`config.mk`:
```
export PLATFORM = sky130hd
export DESIGN_NAME = pwm_capture
export DESIGN_NICKNAME = d
export VERILOG_FILES = /design/src/rtl/pwm_capture.sv
export SDC_FILE = /design/constraint.sdc
export NUM_CORES = 1
export LEC_CHECK = 0
export CAP_MARGIN = 10
export CORE_AREA = 5 5 161 124
export CTS_BUF_LIST = sky130_fd_sc_hd__clkbuf_4 sky130_fd_sc_hd__clkbuf_8
export DETAILED_ROUTE_END_ITERATION = 7
export DIE_AREA = 0 0 166 129
export PLACE_DENSITY = 0.76
export SLEW_MARGIN = 20
export SYNTH_ARGS = -nofsm -noshare
export SYNTH_HDL_FRONTEND = slang
export SYNTH_SLANG_ARGS = --single-unit
```
`constraint.sdc`:
```
create_clock -name clk -period 4.9 [get_ports clk]
set_clock_uncertainty 0.2 [all_clocks]
set_input_delay 0.735 -clock clk [delete_from_list [all_inputs] [get_ports clk]]
set_output_delay 0.735 -clock clk [all_outputs]
set_load 0.005 [all_outputs]
```
`src/rtl/pwm_capture.sv`:
```
// PWM capture: measures period and high time of a sampled PWM input and reports
// the duty cycle in percent, with timeout detection of a constant input.
module pwm_capture #(
  parameter int unsigned CNT_W   = 16,
  parameter int unsigned TIMEOUT = 1024
) (
  input  logic             clk,
  input  logic             rst,
  input  logic             pwm_in,
  output logic [7:0]       duty_val,
  output logic [CNT_W-1:0] high_cnt,
  output logic [CNT_W-1:0] period_cnt,
  output logic             valid,
  output logic             stuck,
  output logic             ovr
);

  localparam int unsigned DW = CNT_W + 8;
  localparam logic [CNT_W-1:0] IdleMax = CNT_W'(TIMEOUT - 1);

  typedef enum logic [1:0] {StIdle, StMeas, StDiv} state_e;

  state_e           state_q;
  logic             sync1_q, sync2_q, sync3_q;
  logic [CNT_W-1:0] per_c_q, hi_c_q, idle_c_q;
  logic [CNT_W-1:0] p_q, h_q;
  logic [DW-1:0]    rem_q, den_q;
  logic [7:0]       quo_q;
  logic [2:0]       bit_q;

  logic             rise;
  logic             timeout_hit;
  logic             rem_ge;
  logic [DW-1:0]    rem_sub;
  logic [DW-1:0]    dividend;
  logic [7:0]       quo_next;

  assign rise        = sync2_q & ~sync3_q;
  // idle_c saturates at TIMEOUT-1 so a timeout masked by DIV fires right after it
  assign timeout_hit = (idle_c_q >= IdleMax) && (state_q != StDiv) && !rise;
  assign dividend    = DW'(hi_c_q) * DW'(100);
  assign rem_ge      = (rem_q >= den_q);
  assign rem_sub     = rem_q - den_q;
  assign quo_next    = {quo_q[6:0], rem_ge};

  always_ff @(posedge clk) begin
    if (rst) begin
      state_q    <= StIdle;
      sync1_q    <= 1'b0;
      sync2_q    <= 1'b0;
      sync3_q    <= 1'b0;
      per_c_q    <= '0;
      hi_c_q     <= '0;
      idle_c_q   <= '0;
      p_q        <= '0;
      h_q        <= '0;
      rem_q      <= '0;
      den_q      <= '0;
      quo_q      <= '0;
      bit_q      <= '0;
      duty_val   <= '0;
      high_cnt   <= '0;
      period_cnt <= '0;
      valid      <= 1'b0;
      stuck      <= 1'b0;
      ovr        <= 1'b0;
    end else begin
      sync1_q <= pwm_in;
      sync2_q <= sync1_q;
      sync3_q <= sync2_q;
      valid   <= 1'b0;

      if (rise) begin
        per_c_q  <= CNT_W'(1);
        hi_c_q   <= CNT_W'(1);
        idle_c_q <= '0;
      end else begin
        per_c_q <= per_c_q + CNT_W'(1);
        if (sync2_q) hi_c_q <= hi_c_q + CNT_W'(1);
        if (timeout_hit) idle_c_q <= '0;
        else if (idle_c_q < IdleMax) idle_c_q <= idle_c_q + CNT_W'(1);
      end

      unique case (state_q)
        StIdle, StMeas: begin
          if (rise) begin
            if (state_q == StMeas) begin
              p_q     <= per_c_q;
              h_q     <= hi_c_q;
              rem_q   <= dividend;
              den_q   <= DW'(per_c_q) << 7;
              quo_q   <= '0;
              bit_q   <= '0;
              state_q <= StDiv;
            end else begin
              state_q <= StMeas;
            end
          end else if (timeout_hit) begin
            valid      <= 1'b1;
            stuck      <= 1'b1;
            high_cnt   <= '0;
            period_cnt <= '0;
            duty_val   <= sync2_q ? 8'd100 : 8'd0;
            state_q    <= StIdle;
          end
        end
        StDiv: begin
          if (rise) ovr <= 1'b1;
          if (rem_ge) rem_q <= rem_sub;
          den_q <= den_q >> 1;
          quo_q <= quo_next;
          bit_q <= bit_q + 3'd1;
          if (bit_q == 3'd7) begin
            duty_val   <= quo_next;
            high_cnt   <= h_q;
            period_cnt <= p_q;
            stuck      <= 1'b0;
            valid      <= 1'b1;
            state_q    <= StMeas;
          end
        end
        default: state_q <= StIdle;
      endcase
    end
  end

endmodule
```
==> flow_summary.json, run 1 <==
{
  "detail_route.wirelength_um": 23400,
  "setup.worst_path.class": "reg2reg",
  "tritoncts_clock_tree": "yes",
  "netlist_instances": 1176,
  "cpMostUsedCell": "ha_1",
  "setup.worst_path.start_class": "register",
  "dominant_combinational_cell_family_by_area_after_synthesis": "compound AO/OA/AOI/OAI gates",
  "power.share.combinational_pct": 6.5,
  "required_time_of_the_critical_path_ps": 5080,
  "grt_antenna_before_repair": 0,
  "synth.top_cells.by_count": "185 x dfxtp_1, 168 x nand2_1, 93 x a21oi_1, 93 x nor2_1, 85 x inv_1",
  "std_cell_rows": 43,
  "power.net_switching_uw": 731.1,
  "biggest_cell_delay_along_the_critical_path_ps": 470,
  "finalCritPeriodShare_pct": 75.82,
  "crit_slowest_cell": "dfxtp_1",
  "intPower_mw": 2.050,
  "post_synth.cell_area_avg_um2": 8.495,
  "drv.max_cap_violation_count": 0,
  "setup-tns-final_ps": 0,
  "utilization_of_the_core_after_routing_pct": 59.96,
  "die_h_um": 129,
  "insertion_delay_ps": 480,
  "layout_min_cycle_time_ps": 3715,
  "post_route_cells_drive_above_1_share_pct": 6.078,
  "synth.most_common_cell": "dfxtp_1",
  "final-max-slew-violation-count": 0,
  "cts_inserted_buffers": 17,
  "cts.path.max_buffers": 2,
  "final-hold-violation-count": 0,
  "max_freq_mhz": 269.2,
  "cts_root_buffer": "clkbuf_8",
  "grt_setup_unrepaired": "no",
  "synth-edff-count": 0,
  "pwr-share-clk_pct": 38.7,
  "grt_first_pass_wirelength_um": 38850,
  "detailroute.via_count": 8229,
  "floorplan.die_area_um2": 21410,
  "static-leakage-power_nw": 4.371,
  "area_growth_pct": 9.481,
  "setup_viol_count_final": 0,
  "finish.net_count": 1283,
  "synth_xor_area_share_pct": 4.559,
  "worst_pin_slew_ps": 926.7,
  "netlist.area_leader.share_pct": 37.07,
  "start_util_pct": 54.77,
  "synthesis.area_um2": 9990,
  "io_pins": 46,
  "antennaDiodeCount": 0,
  "synth_ff_type": "dfxtp_1",
  "yosysTopAreaCell": "dfxtp_1",
  "seq_area_frac_synth_pct": 37.07,
  "synth_warnings": 0,
  "path_cells": "ha_1, ha_1, fa_1, ha_1, o21a_1, a211oi_1, nor2_1, a41oi_1, mux2i_1, nor3b_1, a2111oi_2",
  "post_synth_and_or_nand_nor_area_fraction_pct": 19.01,
  "ys_top_cells_by_area": "dfxtp_1 37%, ha_1 9.9%, nand2_1 6.3%",
  "crit_path_end_kind": "register",
  "seq_area_um2": 3704,
  "timing.critical_path.arrival_ps": 3890,
  "syn-num-nets": 1270,
  "relSlewSlack_pct": 38.22,
  "globalRoute.totalOverflow": 0,
  "drt.antenna.violating_nets": 0,
  "wire_per_inst_um": 16.16,
  "cts_hold_buffers": 0,
  "clk_transition_reported_paths_ps": 100,
  "power_frac_seq_pct": 54.7,
  "synthDistinctLibCells": 74,
  "grt_max_degree": 60,
  "synth_seq_cells": 185,
  "drt_drc_violations_left": 0,
  "status": "finished, final reports clean",
  "asyncSetResetFlopFracSynth_pct": 0,
  "synth.area.mux_share_pct": 1.102,
  "port_buffers": 45,
  "timing.hold.worst.class": "reg2reg",
  "critical_path_peak_fanout": 5,
  "grt_pass1_vias": 7728,
  "synthAdderAreaFrac_pct": 12.30,
  "gp_routability_congestion": 0.9169,
  "max-vdd-ir-drop_v": 0.0001578,
  "cts_resized": 0,
  "swShare_pct": 26.28,
  "coreArea_um2": 18240,
  "dp_hpwl_um": 16680,
  "cts.sinks": 185,
  "synth-compound-area-share_pct": 19.74,
  "viasPerCell": 5.683,
  "dr.first_iter.drc_count": 719,
  "multi_input_area_um2": 5674,
  "post_cts_buffers": 0,
  "die_w_um": 166,
  "drt_pass1_iterations": 7,
  "cts_max_level": 4,
  "layout.filler_cells": 1583,
  "p_per_area_nw_per_um2": 254.3,
  "grt_use_total_pct": 21.93
}
-- cells in the final DEF, fill, tap and decap left out, types with 10 or more instances in the layout --
cell             instances
and3_1                  13
nor2_1                  92
xnor2_1                 28
a311oi_1                10
nand2_1                168
buf_4                   10
a31oi_1                 20
fa_1                    12
xor2_1                  24
ha_1                    79
a21oi_1                 93
nand2b_1                11
mux2i_1                 11
clkbuf_8                17
dfxtp_1                185
a21o_1                  12
nor3_1                  15
o21ai_0                 32
inv_1                   85
nand4_1                 13
nand3_1                 40
a22o_1                  33
clkdlybuf4s50_1         44
-- power by group through the flow --
stage	logic [mW]	registers (mW)	clock network (mW)
floorplan	0.143	1.55	0
global placement	0.177	1.56	0
detailed placement	0.179	1.56	0
CTS	0.180	1.52	1.10
global route	0.202	1.52	1.16
finish	0.182	1.52	1.08
-- per-stage QoR --
stage / instance area (um2) / setup WS, ps / std cells / hold WS, ps / power [mW]
3_3_place_gp: 10520 / 1285 / 1417 / 220.1 / 1.734
3_5_place_dp: 10520 / 1256 / 1417 / 230.9 / 1.736
2_1_floorplan: 9990 / 1436 / 1176 / 213.8 / 1.697
4_1_cts: 10940 / 1203 / 1448 / 252.1 / 2.800
5_1_grt: 10940 / 886.3 / 1448 / 258.4 / 2.886
6_report: 10940 / 1185 / 1448 / 251.1 / 2.781
-- worst max-delay path, delay by kind of cell, from the launching register on --
kind | cells | cell delay [ps]
AO/OA/AOI/OAI | 4 | 1090
multiplexers | 1 | 230
adder cells (fa/ha/maj) | 4 | 1400
AND/OR/NAND/NOR | 2 | 210
flip-flops | 1 | 470
-- kinds of logic (layout without fill, tap and decap cells) --
kind of cell	Yosys count	after routing
AOI/OAI and AO/OA	284	284
xor gates and xnor gates	52	52
adders and majority gates	91	91
buffers and inverters	145	170
DFF	185	185
muxes	11	11
and+or+nand+nor	408	408
-- path summary, 6_finish.rpt --
check / from / end / slack, ps / cells past startpoint
max reg2reg: hi_c_q[3]$_SDFFE_PP0P_ / rem_q[19]$_SDFFE_PP0P_ / 1180 / 11
min: sync1_q$_SDFF_PP0_ / sync2_q$_SDFF_PP0_ / 250 / 1
max: hi_c_q[3]$_SDFFE_PP0P_ / rem_q[19]$_SDFFE_PP0P_ / 1180 / 11
min reg2reg: sync1_q$_SDFF_PP0_ / sync2_q$_SDFF_PP0_ / 250 / 1
-- per-layer routing --
layer | share of wire, % | wire [um] | vias to the layer above | track usage (%)
met2 | 43 | 10050 | 173 | 34.14
met3 | 5.4 | 1268 | 21 | 5.375
li1 | - | - | 4136 | -
met1 | 50 | 11800 | 3899 | 31.14
met5 | 0 | 0 | - | 0
met4 | 1.2 | 279 | 0 | 4.898
-- cell type report --
class	instances	share of cell area (%)
inverters	85	2.917
multi-input cells	846	51.88
well taps	247	2.826
clock buffers	17	2.139
flip-flops and latches	185	33.86
clock inverters	14	1.659
repair buffers	54	4.713
-- flip-flops by register name, summed over array words and instances (netlist names) --
signal / flops
bit_q: 3
den_q: 23
duty_val: 8
h_q: 16
hi_c_q: 16
high_cnt: 16
idle_c_q: 16
ovr: 1
p_q: 16
per_c_q: 16
period_cnt: 16
quo_q: 7
rem_q: 24
state_q: 2
stuck: 1
sync1_q: 1
sync2_q: 1
sync3_q: 1
valid: 1
(Power assumes the default switching activity.)
==> inputs of run 2 (changes only) <==
--- a/config.mk
+++ b/config.mk
@@ -10,7 +10,7 @@
 export CTS_BUF_LIST = sky130_fd_sc_hd__clkbuf_4 sky130_fd_sc_hd__clkbuf_8
 export DETAILED_ROUTE_END_ITERATION = 7
 export DIE_AREA = 0 0 166 129
-export PLACE_DENSITY = 0.76
+export PLACE_DENSITY = 0.79
 export SLEW_MARGIN = 20
 export SYNTH_ARGS = -nofsm -noshare
 export SYNTH_HDL_FRONTEND = slang
==> constraint.sdc (replaced) <==
create_clock -name clk -period 3.35 [get_ports clk]
set_clock_uncertainty 0.2 [all_clocks]
set_input_delay 0.5025 -clock clk [delete_from_list [all_inputs] [get_ports clk]]
set_output_delay 0.5025 -clock clk [all_outputs]
set_load 0.005 [all_outputs]
==> flow_summary.json, run 2 (same netlist as run 1, synthesis figures left out) <==
{
  "cts_max_level": 4,
  "static-leakage-power_nw": 4.709,
  "drt.antenna.violating_nets": 0,
  "biggest_cell_delay_along_the_critical_path_ps": 520,
  "largest_register_ffs": 24,
  "timing.critical_path.arrival_ps": 3630,
  "utilization_of_the_core_after_routing_pct": 66.63,
  "grt_first_pass_wirelength_um": 41300,
  "area_growth_pct": 21.66,
  "finalCritPeriodShare_pct": 102.5,
  "finish.net_count": 1353,
  "clk_transition_reported_paths_ps": 110,
  "timing.final.ws_setup_ps": -84.38,
  "max-vdd-ir-drop_v": 0.0002056,
  "gp_routability_congestion": 0.9062,
  "cts_hold_buffers": 0,
  "antennaDiodeCount": 0,
  "coreArea_um2": 18240,
  "dr.first_iter.drc_count": 770,
  "fin_cells": 1519,
  "wire_per_inst_um": 17.70,
  "post-place-ws_ps": -137.9,
  "setup.worst_path.start_class": "register",
  "tritoncts_clock_tree": "yes",
  "detailroute.via_count": 8780,
  "cts_root_buffer": "clkbuf_8",
  "drt_drc_violations_left": 0,
  "timing.hold.worst.class": "reg2reg",
  "crit_path_end_kind": "register",
  "violations_in_the_final_reports": "setup timing",
  "crit_slowest_cell": "fa_1",
  "critical_path_peak_fanout": 4,
  "drt_pass1_iterations": 6,
  "p_per_area_nw_per_um2": 336.1,
  "status": "finished with violations",
  "floorplan.die_area_um2": 21410,
  "final_common_cell": "dfxtp_1",
  "multi_input_area_um2": 6300,
  "io_pins": 46,
  "std_cell_rows": 43,
  "globalRoute.totalOverflow": 0,
  "grt_pass1_vias": 8260,
  "final-max-slew-violation-count": 0,
  "cpMostUsedCell": "ha_4",
  "top_register": "rem_q",
  "drv.max_cap_violation_count": 0,
  "grt_antenna_before_repair": 0,
  "largest_registers": "rem_q (24), den_q (23)",
  "dp_hpwl_um": 17780,
  "post-place-cells": 1472,
  "seq_area_um2": 3737,
  "setup.worst_path.class": "reg2reg",
  "insertion_delay_ps": 490,
  "required_time_of_the_critical_path_ps": 3550,
  "layout.filler_cells": 1427,
  "setup_viol_count_final": 4,
  "die_h_um": 129,
  "post_route_cells_drive_above_1_share_pct": 18.79,
  "start_util_pct": 54.77,
  "viasPerCell": 5.780,
  "cts.sinks": 185,
  "grt_setup_unrepaired": "yes",
  "cts_inserted_buffers": 17,
  "path_cells": "ha_4, ha_4, inv_2, fa_1, inv_2, ha_4, buf_6, o21a_1, nand4_1, nor2_1, o21ai_1, o311ai_1, or3_4, a311oi_2",
  "port_buffers": 45,
  "cts.path.max_buffers": 2,
  "die_w_um": 166,
  "relSlewSlack_pct": 61.96,
  "grt_max_degree": 49,
  "detail_route.wirelength_um": 26880,
  "grt_use_total_pct": 23.38,
  "worst_pin_slew_ps": 568.5,
  "layout_min_cycle_time_ps": 3434,
  "mostFrequentLayoutCells": "172 x dfxtp_1, 166 x nand2_1, 91 x nor2_1",
  "final-hold-violation-count": 0,
  "max_freq_mhz": 291.2
}
run 2: layout make-up:
class                   count  area share [%]
repair buffers            124           8.823
inverters                  85           2.625
clock buffers              18           1.987
flip-flops and latches    185           30.75
well taps                 247           2.543
multi-input cells         846           51.84
clock inverters            14           1.431
run 2: timing repair:
action,CTS,global route
cloned,0,0
gates resized for setup,28,98
setup buffers,4,11
endpoints found under the setup margin,10,11
pin swaps,14,42
run 2: worst paths after layout:
path,endpoint,depth (start not counted),slack [ps],startpoint
worst max-delay path,rem_q[21]$_SDFFE_PP0P_,14,-80,hi_c_q[10]$_SDFFE_PP0P_
worst min-delay path,duty_val[4]$_SDFFE_PP0P_,2,260,duty_val[4]$_SDFFE_PP0P_
worst max register to register,rem_q[21]$_SDFFE_PP0P_,14,-80,hi_c_q[10]$_SDFFE_PP0P_
worst min register to register,duty_val[4]$_SDFFE_PP0P_,2,260,duty_val[4]$_SDFFE_PP0P_
run 2: per-stage QoR:
step	total power [mW]	area (um2)	setup TNS [ps]	hold WS, ps
floorplan	2.482	10020	0	213.8
global placement	2.541	10970	-326.4	219.3
detailed placement	2.548	10970	-679.7	222.8
CTS	4.106	11560	-38.92	256.8
global route	4.217	12150	-843.9	272.6
finish	4.085	12150	-169.2	255.3
run 2: metal layers:
layer	track usage [%]	part of all wire, %	vias to the layer above
li1	-	-	4266
met1	31.92	45	4162
met2	37.00	45	296
met3	4.177	6.3	56
met4	9.748	3.3	0
met5	0	0	-
run 2: power breakdown:
| group | internal (mW) | switching [mW] | total (mW) |
|---|---|---|---|
| registers | 2.21 | 0.0138 | 2.22 |
| logic | 0.103 | 0.175 | 0.279 |
| clock network | 0.646 | 0.939 | 1.59 |
run 2: critical path, delay by kind of cell, from the launching register on:
family	cells	cell delay, ps
AOI/OAI and AO/OA	4	710
adders and majority gates	4	1190
buffers and inverters	3	210
DFF	1	390
and+or+nand+nor	3	650
==> inputs of run 3 (changes only) <==
--- a/config.mk
+++ b/config.mk
@@ -15,3 +15,4 @@
 export SYNTH_ARGS = -nofsm -noshare
 export SYNTH_HDL_FRONTEND = slang
 export SYNTH_SLANG_ARGS = --single-unit
+export TNS_END_PERCENT = 1
==> constraint.sdc (replaced) <==
create_clock -name clk -period 3.35 [get_ports clk]
set_clock_uncertainty 0.2 [all_clocks]
set_input_delay 0.5025 -clock clk [delete_from_list [all_inputs] [get_ports clk]]
set_output_delay 0.5025 -clock clk [all_outputs]
set_load 0.01 [all_outputs]
==> flow_summary.json, run 3 (same netlist as run 1, synthesis figures left out) <==
{
  "final_common_cell": "dfxtp_1",
  "io_pins": 46,
  "drt_drc_violations_left": 0,
  "tritoncts_clock_tree": "yes",
  "globalRoute.totalOverflow": 0,
  "max-vdd-ir-drop_v": 0.0002675,
  "clk_transition_reported_paths_ps": 110,
  "cts_root_buffer": "clkbuf_8",
  "post_route_cells_drive_above_1_share_pct": 13.49,
  "setup_viol_count_final": 3,
  "post_place_instance_area_um2": 10970,
  "utilization_of_the_core_after_routing_pct": 63.61,
  "critical_path_peak_fanout": 5,
  "coreArea_um2": 18240,
  "cp_num_buf_inv": 3,
  "timing.critical_path.arrival_ps": 3610,
  "grt_setup_unrepaired": "yes",
  "gp_routability_congestion": 0.9483,
  "timing.critical_path.max_delay_family": "adder cells",
  "cp_num_cells": 14,
  "setup.worst_path.start_class": "register",
  "timing.final.ws_setup_ps": -83.61,
  "static-leakage-power_nw": 4.683,
  "grt_max_degree": 57,
  "timing.hold.worst.class": "in2reg",
  "crit-reg2reg-launch": "hi_c_q[10]$_SDFFE_PP0P_",
  "finish.net_count": 1341,
  "worst_setup_path_startpoint": "hi_c_q[10]$_SDFFE_PP0P_",
  "worst-r2r-cell-count": 14,
  "finish.instance_area_um2": 11600,
  "die_w_um": 166,
  "final-hold-violation-count": 0,
  "grt_first_pass_wirelength_um": 40500,
  "path_cells": "buf_12, ha_4, ha_4, inv_2, fa_1, inv_2, ha_4, or4_1, o21ai_1, a31oi_1, a41oi_2, mux2i_1, nor3b_2, a2111oi_2",
  "port_buffers": 45,
  "violations_in_the_final_reports": "setup timing",
  "crit_slowest_cell": "fa_1",
  "cts.sinks": 185,
  "std_cell_rows": 43,
  "drt_pass1_iterations": 5,
  "grt_antenna_before_repair": 0,
  "wire_per_inst_um": 16.36,
  "insertion_delay_ps": 480,
  "relSlewSlack_pct": 57.25,
  "antennaDiodeCount": 0,
  "drv.max_cap_violation_count": 0,
  "grt_pass1_vias": 8007,
  "die_h_um": 129,
  "finalCritPeriodShare_pct": 102.5,
  "largest_register_ffs": 24,
  "grt_use_total_pct": 22.88,
  "cts_inserted_buffers": 17,
  "viasPerCell": 5.705,
  "post-place-ws_ps": -174.4,
  "largest_registers": "rem_q (24), den_q (23)",
  "start_util_pct": 54.77,
  "detail_route.wirelength_um": 24660,
  "cts.path.max_buffers": 2,
  "detailroute.via_count": 8598,
  "layout_min_cycle_time_ps": 3434,
  "r2r_slack_ps": -80,
  "seq_area_um2": 3717,
  "biggest_cell_delay_along_the_critical_path_ps": 510,
  "final-max-slew-violation-count": 0,
  "multi_input_area_um2": 5864,
  "dr.first_iter.drc_count": 679,
  "p_per_area_nw_per_um2": 352.1,
  "drt.antenna.violating_nets": 0,
  "worst_pin_slew_ps": 641.2,
  "status": "finished with violations",
  "cpMostUsedCell": "ha_4",
  "layout.filler_cells": 1533,
  "dp_hpwl_um": 17500,
  "floorplan.die_area_um2": 21410,
  "crit_path_end_kind": "register",
  "top_register": "rem_q",
  "cts_max_level": 4,
  "required_time_of_the_critical_path_ps": 3530,
  "setup.worst_path.class": "reg2reg",
  "mostFrequentLayoutCells": "176 x dfxtp_1, 168 x nand2_1, 93 x a21oi_1",
  "max_freq_mhz": 291.2,
  "rr_endpoint": "rem_q[19]$_SDFFE_PP0P_",
  "critical_path.endpoint": "rem_q[19]$_SDFFE_PP0P_",
  "area_growth_pct": 16.13
}
==> run 3: cell types whose count changed in the layout (fill, tap and decap cells not counted), sizes merged <==
cell and change:
clkinv +3, buf -12, inv -2, clkbuf -1
==> run 3: per-layer routing <==
metal | vias up | share of wire (%) | GRT usage, %
li1 | 4259 | - | -
met1 | 4082 | 49 | 32.64
met2 | 221 | 44 | 36.01
met3 | 36 | 5.4 | 4.300
met4 | 0 | 1.5 | 6.014
met5 | - | 0 | 0
==> run 3: final cells by class <==
type | count | share of cell area, %
clock buffer | 17 | 2.017
clock inverter | 15 | 1.564
tap | 247 | 2.664
sequential | 185 | 32.04
timing repair buffer | 112 | 8.412
multi-input combinational | 846 | 50.55
inverter | 85 | 2.750
==> run 3: what timing repair did <==
action                                  4_1_cts  5_1_grt
hold buffers                                  0        0
resized for setup                            19       23
pin swaps                                     5       17
buffers inserted                              1        2
endpoints found under the setup margin       11       12
==> run 3: worst min-delay path by stage <==
stage / startpoint / cells after the start / slack, ps / end
3_3_place_gp: sync1_q$_SDFF_PP0_ / 1 / 220 / sync2_q$_SDFF_PP0_
6_report: rst / 2 / 100 / den_q[2]$_SDFFE_PP0P_
3_5_place_dp: sync1_q$_SDFF_PP0_ / 1 / 230 / sync2_q$_SDFF_PP0_
4_1_cts: rst / 2 / 80 / den_q[2]$_SDFFE_PP0P_
2_1_floorplan: sync1_q$_SDFF_PP0_ / 1 / 210 / sync2_q$_SDFF_PP0_
5_1_grt: rst / 2 / 110 / den_q[3]$_SDFFE_PP0P_
==> run 3: stage by stage <==
stage	power (mW)	TNS, ps	cells	hold WS [ps]
after floorplan	2.482	-20.86	1176	213.8
after global placement	2.549	-212.6	1472	222.2
after detailed placement	2.553	-697.6	1472	225.6
after CTS	4.099	-310.8	1505	82.20
after global routing	4.234	-1111	1507	109.5
final	4.084	-204.6	1507	102.9
==> run 3: where the power goes <==
part | leakage (nW) | switching (mW) | internal [mW]
clock network | 0.211 | 0.941 | 0.633
registers | 1.50 | 0.0133 | 2.21
logic | 2.98 | 0.177 | 0.108
==> RTL edit, RTL diff (config.mk and constraints of run 3) <==
The parameter `CNT_W` goes from 16 to 20.
--- a/src/rtl/pwm_capture.sv
+++ b/src/rtl/pwm_capture.sv
@@ -2,5 +2,5 @@
 // the duty cycle in percent, with timeout detection of a constant input.
 module pwm_capture #(
-  parameter int unsigned CNT_W   = 16,
+  parameter int unsigned CNT_W   = 20,
   parameter int unsigned TIMEOUT = 1024
 ) (
Interface: changed (resized high_cnt and period_cnt); port bits go from 46 to 54. No check against the original RTL was run, so the function may have changed too.
==> RTL edit against run 3 <==
- maximum frequency decreased by 1.5%
- sequential cell count increased by 36
- design area rose by 21%
- clock power up 50%
- largest cell class unchanged
- area after synthesis up 16%
- sequential share of layout area shrank 0.35 points
- the run still ends with setup timing left
- critical path type unchanged
- final cell count increased by 17%
- wire length grew 18%
- worst setup slack worse by 53 ps
- sequential power grew 20%
- total power increased by 32%
- worst hold slack improved by 150 ps
- via count grew 20%
==> RTL edit: results (changes against run 3) <==
[worst_setup_path]
crit_fanout = 4  ; -1
r2r_cells = 15  ; +1
arrival_ps = 3660  ; +50 ps
rr_endpoint = rem_q[22]$_SDFFE_PP0P_
reg2reg_from = hi_c_q[11]$_SDFFE_PP0P_

[clocking]
clk_pin_slew_worst_paths_ps = 60  ; -50 ps
clk_path_buf_depth = 3  ; +1
cts_max_level = 2  ; -2
cts_buffers = 35  ; +18
clk_latency_ps = 530  ; +50 ps
post_cts_buffers = 5  ; +4

[synthesis]
yosysSeqAreaShare_pct = 38.02  ; +0.94 points
synth_cell_types = 65  ; -12%
synth_common_cells = dfxtp_1 (221), nand2_1 (203), nor2_1 (127)
synth.area.top_cells = dfxtp_1 (38%), ha_1 (10%), nand2_1 (6.5%)
syn_area_per_cell_um2 = 8.409  ; -1.0%

[sta]
setup_viol_count_final = 7  ; +4
final.setup.tns_ps = -526.8  ; -322.3 ps
setup_ws_ps = -136.4  ; -52.82 ps
max_slew_margin_pct = 62.63  ; +5.4 points

[cells_and_area]
instances_no_fill = 1765  ; +17%
largestRegisters = rem_q x28, den_q x27
drive_gt1_share_pct = 16.07  ; +2.6 points
nets = 1611  ; +20%

[min_path]
holdCritStartpoint = duty_val[3]$_SDFFE_PP0P_
min_path_type = flop to flop
whs_endpoint = duty_val[3]$_SDFFE_PP0P_

[global_routing]
use_met3_pct = 4.453  ; +0.15 points
track_usage_pct = 26.82  ; +3.9 points
grt_use_met1_pct = 35.96  ; +3.3 points
grt_max_degree = 50  ; -12%
grt_pass1_vias = 10040  ; +25%
grt_use_met2_pct = 44.82  ; +8.8 points
grt_pass1_wl_um = 48260  ; +19%

[pwr]
power_frac_clock_pct = 43.6  ; +5.0 points
power_frac_seq_pct = 49.2  ; -5.3 points
vdd_drop_max_mv = 0.3449  ; +29%
p_switching_mw = 1.306  ; +15%
leakage_nw = 5.803  ; +24%
p_sw_share_pct = 24.18  ; -3.5 points

[place]
dp_hpwl_um = 19650  ; +12%
place_ws_ps = -314.3  ; -139.9 ps
gp_congestion = 0.9489  ; about the same
place_area_mm2 = 0.01285  ; +17%
io_buffers = 53  ; +18%

[routing]
wl_um = 29170  ; +18%
dr_wl_met3_um = 2027  ; +52%
initialDrtViolationCount = 819  ; +21%
vias_per_cell = 5.830  ; +2.2%

[status]
violations = setup timing
status = complete, but fails checks

[die]
start_util_pct = 63.81  ; +9.0 points

## RTL edit: cell types whose count changed in the layout (fill, tap and decap cells not counted), sizes merged, moves of 12 or more
cell	change
xor2	+14
nand2	+36
nor2	+35
buf	+21
inv	+21
clkbuf	+36
ha	+16
a31oi	+12
a21oi	+23
dfxtp	+36
## RTL edit: worst max-delay path, cell delays in order, from the launching register on
cell and delay [ps]:
dfxtp_1 400, ha_4 220, ha_1 260, inv_1 50, fa_1 490, inv_1 70
ha_4 290, buf_6 120, nand2_2 70, nor2_2 120, o211ai_1 160, a21oi_2 230
nor2_2 80, o21ai_1 170, mux2i_1 260, a311oi_2 130
## RTL edit: worst max path at each step
stage | startpoint | to
floorplan | hi_c_q[8]$_SDFFE_PP0P_ | rem_q[21]$_SDFFE_PP0P_
global placement | hi_c_q[4]$_SDFFE_PP0P_ | rem_q[24]$_SDFFE_PP0P_
detailed placement | hi_c_q[3]$_SDFFE_PP0P_ | rem_q[25]$_SDFFE_PP0P_
CTS | hi_c_q[4]$_SDFFE_PP0P_ | rem_q[20]$_SDFFE_PP0P_
global route | hi_c_q[3]$_SDFFE_PP0P_ | rem_q[20]$_SDFFE_PP0P_
finish | hi_c_q[11]$_SDFFE_PP0P_ | rem_q[22]$_SDFFE_PP0P_
## RTL edit: layout make-up
class	count	area (um^2)
clock buffers	53	685.7
clock inverters	5	31.28
fillers	1289	4215
inverters	111	416.7
multi-input cells	987	6909
flip-flops and latches	221	4444
well taps	247	309.0
repair buffers	141	1227
## RTL edit: cell families after synthesis
family / after synthesis / synth area share (%)
buf+inv: 176 / 5.946
mux: 6 / 0.5161
xor+xnor: 76 / 5.720
flops: 221 / 38.02
simple gates: 477 / 18.45
compound gates: 317 / 18.39
fa+ha+maj: 111 / 12.97
